`src/rtl/xor_stream_engine.sv`:
```
// xor_stream_engine: XORs a byte stream against a repeating key held in an
//   external register file; a load mode writes key bytes into that file.
// Latency: one cycle from input handshake to out_valid; one byte per cycle
//   at full rate.
// Backpressure: in_ready drops whenever the output register is full and
//   out_ready is low, so nothing is lost or duplicated while stalled.
//
// Ports:
//   clk, clr           rising-edge clock, asynchronous active-high clear
//   key_load           level; enters/holds key-load mode
//   key_valid/key_data key byte to write while loading
//   key_len            key length minus 1, captured on start
//   start              one-cycle pulse beginning a message (IDLE only)
//   in_valid/in_data/in_last/in_ready      plaintext stream
//   out_valid/out_data/out_last/out_ready  ciphertext stream
//   rf_we/rf_wa/rf_wd  key register file write port
//   rf_ra/rf_rd        key register file asynchronous read port
//   busy               high in any state other than IDLE
module xor_stream_engine #(
  parameter int B = 8,
  parameter int W = 4
) (
  input  logic         clk,
  input  logic         clr,
  input  logic         key_load,
  input  logic         key_valid,
  input  logic [B-1:0] key_data,
  input  logic [W-1:0] key_len,
  input  logic         start,
  input  logic         in_valid,
  input  logic [B-1:0] in_data,
  input  logic         in_last,
  output logic         in_ready,
  output logic         out_valid,
  output logic [B-1:0] out_data,
  output logic         out_last,
  input  logic         out_ready,
  output logic         rf_we,
  output logic [W-1:0] rf_wa,
  output logic [B-1:0] rf_wd,
  output logic [W-1:0] rf_ra,
  input  logic [B-1:0] rf_rd,
  output logic         busy
);

  typedef enum logic [1:0] {
    IDLE  = 2'd0,
    LOAD  = 2'd1,
    RUN   = 2'd2,
    DRAIN = 2'd3
  } state_t;

  state_t       state_q,    state_d;
  logic [W-1:0] load_idx_q, load_idx_d;
  logic [W-1:0] key_idx_q,  key_idx_d;
  logic [W-1:0] key_last_q, key_last_d;
  logic         out_valid_q, out_valid_d;
  logic [B-1:0] out_data_q,  out_data_d;
  logic         out_last_q,  out_last_d;

  logic in_hs;
  logic out_hs;

  // The output register can take a new byte when it is empty or being
  // emptied this same cycle; only RUN accepts plaintext.
  assign in_ready = (state_q == RUN) && (!out_valid_q || out_ready);
  assign in_hs    = in_valid && in_ready;
  assign out_hs   = out_valid_q && out_ready;

  // Key writes pass straight through while loading; the write data is
  // gated so the port is quiet outside LOAD.
  assign rf_we = (state_q == LOAD) && key_valid;
  assign rf_wa = load_idx_q;
  assign rf_wd = (state_q == LOAD) ? key_data : '0;
  assign rf_ra = key_idx_q;

  assign busy      = (state_q != IDLE);
  assign out_valid = out_valid_q;
  assign out_data  = out_data_q;
  assign out_last  = out_last_q;

  always_comb begin
    state_d     = state_q;
    load_idx_d  = load_idx_q;
    key_idx_d   = key_idx_q;
    key_last_d  = key_last_q;
    out_valid_d = out_valid_q;
    out_data_d  = out_data_q;
    out_last_d  = out_last_q;

    case (state_q)
      IDLE: begin
        // key_load wins over a simultaneous start
        if (key_load) begin
          state_d    = LOAD;
          load_idx_d = '0;
        end else if (start) begin
          state_d    = RUN;
          key_idx_d  = '0;
          key_last_d = key_len;
        end
      end

      LOAD: begin
        // A byte presented in the cycle key_load falls is still written.
        if (key_valid) begin
          load_idx_d = load_idx_q + W'(1);
        end
        if (!key_load) begin
          state_d = IDLE;
        end
      end

      RUN: begin
        if (in_hs) begin
          key_idx_d = (key_idx_q == key_last_q) ? '0 : key_idx_q + W'(1);
          if (in_last) begin
            state_d = DRAIN;
          end
        end
      end

      DRAIN: begin
        if (out_hs) begin
          state_d = IDLE;
        end
      end

      default: state_d = IDLE;
    endcase

    // Output register: a fresh byte overrides the clear so back-to-back
    // handshakes keep out_valid high at full rate.
    if (in_hs) begin
      out_valid_d = 1'b1;
      out_data_d  = in_data ^ rf_rd;
      out_last_d  = in_last;
    end else if (out_hs) begin
      out_valid_d = 1'b0;
    end
  end

  always_ff @(posedge clk or posedge clr) begin
    if (clr) begin
      state_q     <= IDLE;
      load_idx_q  <= '0;
      key_idx_q   <= '0;
      key_last_q  <= '0;
      out_valid_q <= 1'b0;
      out_data_q  <= '0;
      out_last_q  <= 1'b0;
    end else begin
      state_q     <= state_d;
      load_idx_q  <= load_idx_d;
      key_idx_q   <= key_idx_d;
      key_last_q  <= key_last_d;
      out_valid_q <= out_valid_d;
      out_data_q  <= out_data_d;
      out_last_q  <= out_last_d;
    end
  end

endmodule

```
`config.mk`:
```
export PLATFORM = sky130hd
export DESIGN_NAME = xor_stream_engine
export DESIGN_NICKNAME = d
export VERILOG_FILES = /design/src/rtl/xor_stream_engine.sv
export SDC_FILE = /design/constraint.sdc
export NUM_CORES = 1
export LEC_CHECK = 0
export ABC_AREA = 1
export BUFFER_PORTS_ARGS = -buffer_cell sky130_fd_sc_hd__buf_2
export CORE_MARGIN = 2
export CORE_UTILIZATION = 41
export DETAILED_ROUTE_END_ITERATION = 8
export PLACE_DENSITY_LB_ADDON = 0.25
export SLEW_MARGIN = 20
export SYNTH_ARGS = -nofsm -noshare
export SYNTH_HDL_FRONTEND = slang
export SYNTH_SLANG_ARGS = --single-unit
```
`constraint.sdc`:
```
create_clock -name clk -period 1.4 [get_ports clk]
set_clock_uncertainty 0.2 [all_clocks]
set_input_delay 0 -clock clk [delete_from_list [all_inputs] [get_ports clk]]
set_output_delay 0 -clock clk [all_outputs]
set_load 0.01 [all_outputs]
```
# [Word-level counts from Yosys, hierarchy flattened]
# Cells that the tools add are included.
[word_totals] in_bits=36 wordCells=57 regBits=24 output_inout_bits=29
[op_classes] n_bitwise=2 addsub=2 eq_ne=13 reduce_logical=15 n_mux=18
[ops] op="4-bit two-way mux" n=6
[ops] op="2-bit inequality test (second input constant)" n=8
[ops] op="4-bit one-hot mux with 2 select lines" n=2
[ops] op="2-bit two-way mux" n=6
[ops] op="4-bit by 1-bit adder with 4-bit output (second input constant)" n=2
[ops] op="8-bit two-way mux" n=1
[ops] op="2-bit one-hot mux with 4 select lines" n=1
[ops] op="2-bit nonzero test" n=4
[ops] op="8-bit XOR" n=1
[ops] op="3-bit AND reduction" n=2
[ops] op="5-bit AND reduction" n=1
[ops] op="2-bit equality test (second input constant)" n=2
[ops] op="4-bit equality test" n=1
[ops] op="1-bit logical AND" n=4
[ops] op="4-bit AND reduction" n=1
[ops] op="3-bit inequality test (second input constant)" n=1
[ops] op="2-bit by 1-bit equality test with 1-bit output (second input constant)" n=1
[ops] op="2-bit logical NOT" n=1
[ops] op="1-bit two-way mux" n=2
[ops] op="1-bit logical NOT" n=1
[ops] op="1-bit logical OR" n=1
[ops] op="1-bit inverter" n=1

# [Logic depth before layout (Yosys ltp)]
# Gate-level depths: netlist (run 1).
[logic_depth] depth_word=6 ltp_mapped=8 mapped_depth_nobuf=7

# [Worst setup path after synthesis (run 1)]
# OpenSTA, ideal clock, no wires.
[synth_path] path_type="register to register" start="register state_q[0]" end="register key_idx_q[0] (netlist: rf_ra[0])" path_buffers=1 setup_ps=65 arrival_ps=1080 setup_slack_ps=55 period_less_slack_ps=1345 stages_incl_launch_ff=9 required_ps=1135 path_cell_list="dfrtp_1 inv_2 nand2_2 nor2_4 nand2_2 buf_6 inv_4 nand3_1 nand2_1"
[synth_between] elab_chain_cells=5 word_cells_on_any_way=10 classes_between="eq/ne (4); mux (1); reduce/logical (5)"
[synth_rtl] item="from (decl)" line="53" text="state_t state_q, state_d;"
[synth_rtl] item="from (signal assigned)" line="153" text="state_q <= state_d;"
[synth_rtl] item="2-bit equality test" line="66" text="assign in_ready = (state_q == RUN) && (!out_valid_q || out_ready);"
[synth_rtl] item="1-bit logical AND" line="66"
[synth_rtl] item="via in_ready" line="33" text="output logic in_ready,"
[synth_rtl] item="1-bit logical AND" line="67" text="assign in_hs = in_valid && in_ready;"
[synth_rtl] item="2-bit inequality test (no line)"
[synth_rtl] item="4-bit AND reduction (no line)"
[synth_rtl] item="to (signal assigned)" line="155" text="key_idx_q <= key_idx_d;"
[synth_rtl] item="to (decl)" line="55" text="logic [W-1:0] key_idx_q, key_idx_d;"
# The timed path passes the listed nets, and every way through them passes these cells.
# A chain may end at the register's enable or synchronous reset.

# [Final worst setup path (run 1)]
[layout_path] start="register state_q[1]" end="output in_ready"
[layout_between] elab_chain_cells=2
[layout_rtl] item="2-bit equality test" line="66"
[layout_rtl] item="1-bit logical AND" line="66"
[layout_rtl] item="to (decl)" line="33"
# Every way passes these cells.

==> results of run 1 <==
## final cells by class
type / count / area (µm²) / area share
repair buffers: 101 / 686 / 0.317
multi-input cells: 117 / 673 / 0.311
flip-flops and latches: 24 / 601 / 0.277
inverters: 30 / 115 / 0.0531
well taps: 44 / 55.1 / 0.0254
clock buffers: 4 / 36.3 / 0.0168
## routing by layer
metal / global-route usage / part of all wire / up-vias
li1: - / - / 736
met1: 0.244 / 0.45 / 623
met2: 0.337 / 0.48 / 45
met3: 0.0405 / 0.069 / 2
met4: 0.0571 / 0.0050 / 0
met5: 0 / 0 / -
## power by group
part	total, mW	switching, mW	internal, mW
logic	1.82	0.988	0.831
clock network	0.357	0.198	0.159
registers	1.17	0.209	0.963
## worst paths after layout
kind	to	slack [ps]	cells after the start
setup / recovery	in_ready	-40	4
hold / removal	rf_ra[2]	60	4
setup reg to reg	rf_ra[1]	-10	6
hold reg to reg	out_last	300	2
max in group asynchronous	rf_ra[3]	710	4
min in group clk	rf_wd[2]	100	4
## flip-flops by register name, indices dropped and copies added, names as in the netlist
name        cells
key_last_q      4
out_data        8
out_last        1
out_valid       1
rf_ra           4
rf_wa           4
state_q         2
## tightest hold or removal path, delay by kind of cell
| family | cells | cell delay, ps |
|---|---|---|
| buffers and inverters | 4 | 980 |
## repair_timing
action | 4_1_cts | 5_1_grt
hold endpoints to repair | 48 | 2
setup endpoints to repair | 27 | 34
pin swaps | 1 | 6
hold buffers | 27 | 2
setup buffers | 3 | 0
resized for setup | 16 | 16
## Yosys cell counts
library cell,count
nor2_4,1
dfrtp_1,24
inv_4,1
ha_1,2
nand3_1,13
nand2_2,2
inv_1,28
nor3b_1,1
o21ai_0,2
xor2_1,2
o21ai_1,10
a21oi_1,6
buf_6,1
buf_2,1
nor2_1,24
nand2_1,44
inv_2,1
xnor2_1,10
## through the flow
stage          std cells  TNS, ps  hold slack (ps)  power [mW]  cell area [µm²]
2_1_floorplan        173        0             -185        2.06             1300
3_3_place_gp         286    -45.6             -142        2.62             1720
5_1_grt              320    -2040             98.6        3.68             2170
4_1_cts              320    -43.9             46.0        3.24             2100
3_5_place_dp         286     -230             -140        2.63             1720
6_report             320     -248             58.0        3.35             2170
## cells by family (layout without fill, tap and decap cells)
group,count (synthesis),count (layout),synth area share
flops,24,24,0.461
buf+inv,32,135,0.101
simple gates,85,85,0.270
fa+ha+maj,2,2,0.0192
compound gates,18,18,0.0691
xor+xnor,12,12,0.0806
==> impl_metrics.json, run 1 <==
{
  "max_freq_ghz": 0.694,
  "place_ws_ps": -36.4,
  "cp_num_buf_inv": 2,
  "syn_to_final_growth_pct": 66.1,
  "clkTransAtPathRegs_ps": 130,
  "io_buffers": 64,
  "finalHoldViolCount": 0,
  "slew_viol_final": 0,
  "grt_pass1_wl_um": 5380,
  "fin_crit_ps": 1440,
  "num_vias": 1406,
  "drive_gt1_frac": 0.380,
  "violations": "negative setup slack",
  "post-route-util": 0.715,
  "post-route-period-util": 1.03,
  "crit_arrival_ps": 1240,
  "slew_headroom": 0.801,
  "vdd_drop_max_mv": 0.786,
  "ioPinCount": 65,
  "hp-class": "input pin to async pin",
  "seq_area_frac_synth": 0.461,
  "h-tree-depth": 1,
  "dp_hpwl_um": 2140,
  "crit_chain": "buf_4 -> nand2_2 -> nor2_4 -> buf_6",
  "r2r_start": "state_q[1]",
  "worstPathRequired_ps": 1200,
  "synth_top_area_frac": 0.461,
  "synthTopCellsByArea": "dfrtp_1 46%, nand2_1 13%, inv_1 8.1%, nor2_1 6.9%, xnor2_1 6.7%",
  "die_h_um": 60.4,
  "final_cell_mix": "62 x buf_2, 42 x nand2_1, 27 x dlygate4sd3_1",
  "synthDistinctLibCells": 18,
  "drt_iter0_drc": 54,
  "clockBufferDepth": 2,
  "worst_pin_slew_ps": 298,
  "grt_pass1_vias": 1310,
  "cp-start-kind": "register",
  "setup_viol": 16,
  "clock_latency_ps": 310,
  "cp_max_fo": 3,
  "dieArea_um2": 3650,
  "fillers": 240,
  "cts_tree": "yes",
  "startpoint": "state_q[1]",
  "crit_type": "register to output pin",
  "die-width_um": 60.4,
  "syn_inst": 173,
  "p_leak_nw": 1.20,
  "worst_slack_ps": -41.7,
  "synth_nets": 211,
  "ant_nets": 0,
  "antenna_found_initial": 0,
  "syn_area_um2": 1300,
  "drv_cap": 0,
  "wl_per_cell_um": 10.6,
  "ys_seq_elements": 24,
  "wl_um": 3380,
  "synth-warning-count": 0,
  "grt_use_total": 0.194,
  "nets": 315,
  "final_common_cell": "buf_2",
  "core-area_um2": 3030,
  "status": "complete, but fails checks",
  "power_density_nw_per_um2": 1550,
  "cts_buffers": 3,
  "cpMaxStageDelayCell": "dfrtp_1",
  "overflow": 0,
  "row_count": 20,
  "synth_area_leader_cell": "dfrtp_1",
  "cpLargestDelayFamily": "flip-flops",
  "first_pass_iters": 4,
  "clockRootBuffer": "clkbuf_4",
  "drc_errors": 0,
  "viasPerCell": 4.39,
  "initial_core_util": 0.431,
  "clock_sinks": 24,
  "gp_congestion": 0.813,
  "syn_avg_cell_area_um2": 7.54,
  "rsz0062_at_grt": "true",
  "critPathMaxStageDelay_ps": 400,
  "diodes": 0,
  "grt_max_degree": 25,
  "endpoint_kind": "output pin"
}
(Power assumes the default switching activity.)
==> inputs of run 2 (changes only) <==
--- a/config.mk
+++ b/config.mk
@@ -8,2 +8,3 @@
 export ABC_AREA = 1
+export ABC_CLOCK_PERIOD_IN_PS = 1400
 export BUFFER_PORTS_ARGS = -buffer_cell sky130_fd_sc_hd__buf_2
@@ -11,2 +12,3 @@
 export CORE_UTILIZATION = 41
+export CTS_CLUSTER_DIAMETER = 40
 export DETAILED_ROUTE_END_ITERATION = 8
==> constraint.sdc (replaced) <==
create_clock -name clk -period 1.4 [get_ports clk]
set_clock_uncertainty 0.2 [all_clocks]
set_input_delay 0.14 -clock clk [delete_from_list [all_inputs] [get_ports clk]]
set_output_delay 0.14 -clock clk [all_outputs]
set_load 0.01 [all_outputs]
==> impl_metrics.json, run 2 (synthesized netlist as in run 1, its figures left out) <==
{
  "antenna_found_initial": 0,
  "final_common_cell": "buf_2",
  "whs_ps": 12.6,
  "dp_hpwl_um": 2070,
  "initial_core_util": 0.431,
  "nets": 320,
  "largest_reg_flops": 8,
  "power_mw": 3.72,
  "cts_tree": "yes",
  "drv_cap": 0,
  "crit_arrival_ps": 1230,
  "cts_buffers": 3,
  "place_area_um2": 1710,
  "diodes": 0,
  "final_cell_mix": "59 x buf_2, 40 x nand2_1, 25 x inv_1",
  "core-area_um2": 3030,
  "endpoint_kind": "output pin",
  "violations": "negative setup slack",
  "drc_errors": 0,
  "p_leak_nw": 1.25,
  "ioPinCount": 65,
  "fin_crit_ps": 1570,
  "setup_viol": 27,
  "design_area_um2": 2290,
  "cp-start-kind": "register",
  "dieArea_um2": 3650,
  "cpLargestDelayFamily": "flip-flops",
  "die_h_um": 60.4,
  "clockRootBuffer": "clkbuf_4",
  "h-tree-depth": 1,
  "rr_endpoint": "key_last_q[1]",
  "fillers": 218,
  "clkTransAtPathRegs_ps": 130,
  "clockBufferDepth": 2,
  "max_freq_ghz": 0.638,
  "grt_pass1_wl_um": 5350,
  "wl_um": 3750,
  "num_vias": 1446,
  "grt.met3_usage": 0.0554,
  "hold_depth": 3,
  "r2r_start": "state_q[0]",
  "grt.busiest_layer": "met2",
  "status": "complete, but fails checks",
  "worst_pin_slew_ps": 347,
  "wl_per_cell_um": 11.5,
  "grt_max_degree": 25,
  "critPathMaxStageDelay_ps": 430,
  "overflow": 0,
  "worstPathRequired_ps": 1060,
  "viasPerCell": 4.45,
  "slew_headroom": 0.768,
  "post-route-util": 0.758,
  "place_ws_ps": -40.2,
  "rsz0062_at_grt": "true",
  "first_pass_iters": 4,
  "clock_sinks": 24,
  "hold_start": "in_valid",
  "grt_use_total": 0.196,
  "ff2ff_path_depth": 4,
  "io_buffers": 64,
  "met1_usage": 0.249,
  "crit_chain": "buf_6 -> nand2_8 -> nor2_1 -> buf_2",
  "drive_gt1_frac": 0.427,
  "worst_slack_ps": -167,
  "ant_nets": 0,
  "syn_to_final_growth_pct": 76.0,
  "finalHoldViolCount": 0,
  "clock_latency_ps": 310,
  "slew_viol_final": 0,
  "post-route-period-util": 1.12,
  "vdd_drop_max_mv": 0.944,
  "hp-class": "input pin to register",
  "drt_iter0_drc": 57,
  "cp_max_fo": 8,
  "crit_type": "register to output pin",
  "cpMaxStageDelayCell": "dfrtp_1",
  "rrSetupSlack_ps": -60,
  "cp_num_buf_inv": 2,
  "power_density_nw_per_um2": 1620,
  "die-width_um": 60.4,
  "hold_end": "out_data[3]",
  "gp_congestion": 0.783,
  "grt_pass1_vias": 1277,
  "row_count": 20,
  "met2_usage": 0.335
}
-- run 2: per-layer routing --
layer  wire, µm  vias up  part of all wire
met1       1520      640              0.41
met4         44        0             0.012
met3        267        4             0.071
met5          0        -                 0
li1           -      747                 -
met2       1910       55              0.51
-- run 2: repair_timing --
action | in CTS | in global routing
setup buffers | 6 | 4
endpoints found under the hold margin | 39 | 0
cloned | 0 | 2
endpoints found under the setup margin | 28 | 33
gates resized for setup | 16 | 38
hold buffers | 24 | 0
pin swaps | 2 | 4
-- run 2: worst min-delay path: stages --
cell     delay (ps)
buf_2           190
nand2_4         120
o21ai_1          50
-- run 2: worst max-delay path by stage --
stage                from       endpoint  slack [ps]  cells after the start
2_1_floorplan  state_q[0]       rf_ra[0]          60                      8
3_3_place_gp   state_q[0]       rf_ra[0]         -10                      7
3_5_place_dp   state_q[0]       rf_ra[1]         -40                      7
4_1_cts        state_q[0]       rf_wd[7]        -130                      4
5_1_grt        state_q[0]  key_last_q[0]        -240                      4
6_report       state_q[0]       rf_wd[1]        -170                      4
-- run 2: final cells by class --
cell class	count	area (µm²)	area share
clock buffers	4	36.3	0.0158
repair buffers	104	727	0.317
multi-input cells	119	757	0.330
well taps	44	55.1	0.0240
inverters	30	118	0.0513
flip-flops and latches	24	602	0.262
-- run 2: per-stage QoR --
step           std cells  TNS, ps
5_1_grt              325    -4750
3_5_place_dp         285     -193
3_3_place_gp         285    -40.0
6_report             325    -2150
2_1_floorplan        173        0
4_1_cts              319    -1440
-- run 2: power breakdown --
group	total (mW)	internal (mW)	switching [mW]
clock	0.367	0.159	0.208
combinational	2.15	1.01	1.15
sequential	1.20	0.966	0.234
==> inputs of run 3 (changes only) <==
Settings changed: ABC_CLOCK_PERIOD_IN_PS 1400 to 1830, CORE_UTILIZATION 41 to 48.
Clock period 1.4 ns to 1.83 ns, I/O delays scaled along.
==> impl_metrics.json, run 3 (synthesized netlist as in run 1, its figures left out) <==
{
  "status": "complete, no violations",
  "nets": 302,
  "fillers": 202,
  "drv_cap": 0,
  "ant_nets": 0,
  "whs_ps": 3.09,
  "p_sw_mw": 0.971,
  "wl_per_cell_um": 11.0,
  "clockRootBuffer": "clkbuf_4",
  "diodes": 0,
  "drive_gt1_frac": 0.289,
  "p_comb_frac": 0.456,
  "antenna_found_initial": 0,
  "clock_latency_ps": 320,
  "met2_usage": 0.380,
  "h-tree-depth": 1,
  "regArea_um2": 601,
  "die-width_um": 56.1,
  "cts_buffers": 3,
  "grt_pass1_vias": 1305,
  "dp.cells": 266,
  "final_common_cell": "buf_2",
  "worst_pin_slew_ps": 366,
  "met1_usage": 0.261,
  "sw_frac_of_total": 0.406,
  "dp_hpwl_um": 2190,
  "max_freq_ghz": 0.586,
  "setup_viol": 0,
  "grt.busiest_layer": "met2",
  "p_int_mw": 1.42,
  "post-route-period-util": 0.933,
  "clock_sinks": 24,
  "cts_tree": "yes",
  "cts_setup_buffers": 0,
  "grt_pass1_wl_um": 5340,
  "rsz0062_at_grt": "false",
  "gp_congestion": 0.851,
  "post-route-util": 0.768,
  "vdd_drop_max_mv": 0.990,
  "first_pass_iters": 4,
  "core-area_um2": 2520,
  "p_leak_nw": 1.13,
  "largest_reg_flops": 8,
  "initial_core_util": 0.517,
  "wl_um": 3220,
  "crit_type": "input pin to register",
  "num_vias": 1365,
  "row_count": 18,
  "power_density_nw_per_um2": 1230,
  "cp_max_fo": 1,
  "grt_max_degree": 25,
  "worstPathRequired_ps": 1840,
  "clockBufferDepth": 2,
  "grt_use_total": 0.213,
  "cp-start-kind": "input pin",
  "syn_to_final_growth_pct": 48.7,
  "rrSetupSlack_ps": 210,
  "endpoint_kind": "register",
  "drt_iter0_drc": 35,
  "drc_errors": 0,
  "clkTransAtPathRegs_ps": 140,
  "overflow": 0,
  "slew_viol_final": 0,
  "die_h_um": 56.1,
  "crit_arrival_ps": 1720,
  "finalHoldViolCount": 0,
  "final_cell_mix": "64 x buf_2, 43 x nand2_1, 27 x inv_1",
  "pwr-share-seq": 0.384,
  "ioPinCount": 65,
  "hp-class": "input pin to register",
  "fin_crit_ps": 1710,
  "viasPerCell": 4.66,
  "slew_headroom": 0.755,
  "grt.met3_usage": 0.0488,
  "p_clk_frac": 0.160,
  "setup_tns_ps": 0,
  "multi_input_area_um2": 574,
  "dieArea_um2": 3150,
  "io_buffers": 64,
  "fin_cells": 293
}
run 3: cell types whose count changed in the layout (fill, tap and decap cells not counted), moves of 3 or more:
| cell | before | now |
|---|---|---|
| nor2_4 | 8 | 1 |
| nor2_2 | 6 | 0 |
| buf_4 | 12 | 1 |
| nand2_8 | 3 | 0 |
| buf_2 | 59 | 64 |
| o21ai_2 | 5 | 0 |
| nand2_1 | 40 | 43 |
| o21ai_1 | 6 | 10 |
| buf_6 | 9 | 0 |
| nor2_1 | 11 | 24 |
run 3: power by group through the flow:
stage	clock [mW]	sequential [mW]	combinational, mW
after floorplan	0	0.967	0.607
after CTS	0.387	0.912	1.09
final	0.384	0.919	1.09
after detailed placement	0	0.921	1.03
after global routing	0.405	0.953	1.25
after global placement	0	0.915	1.01
run 3: final cells by class:
cell class	count	area share
repair buffers	88	0.288
flip-flops and latches	24	0.310
well taps	30	0.0194
clock inverters	1	0.0155
inverters	30	0.0594
clock buffers	3	0.0116
multi-input cells	117	0.296
run 3: final timing paths:
check | start | end | cells after the start
max | rf_rd[5] | out_data[5] | 5
min | key_load | state_q[1] | 4
max reg2reg | state_q[0] | rf_ra[2] | 7
min reg2reg | out_data[2] | out_data[2] | 2
max in group asynchronous | clr | out_valid | 4
min in group asynchronous | clr | out_data[1] | 4
run 3: what timing repair did:
action                                  in CTS  in global routing
endpoints found under the hold margin       38                  0
endpoints found under the setup margin       0                  9
resized for setup                            0                  2
hold buffers                                23                  0
run 3: layer usage:
layer | up-vias | part of all wire
met5 | - | 0
met4 | 0 | 0.011
met3 | 4 | 0.035
met2 | 30 | 0.51
met1 | 620 | 0.44
li1 | 711 | -
run 3: through the flow:
stage                     worst slack, ps  area (µm²)  total power, mW
after global routing                 13.3        1940             2.61
after floorplan                       485        1300             1.57
after detailed placement              343        1650             1.95
after global placement                352        1650             1.93
after CTS                            77.1        1940             2.39
final                                 123        1940             2.39
run 3: worst max-delay path: stages:
cell and delay (ps):
dlygate4sd3_1 550, buf_2 130, xnor2_1 190, dlygate4sd3_1 600
o21ai_1 70
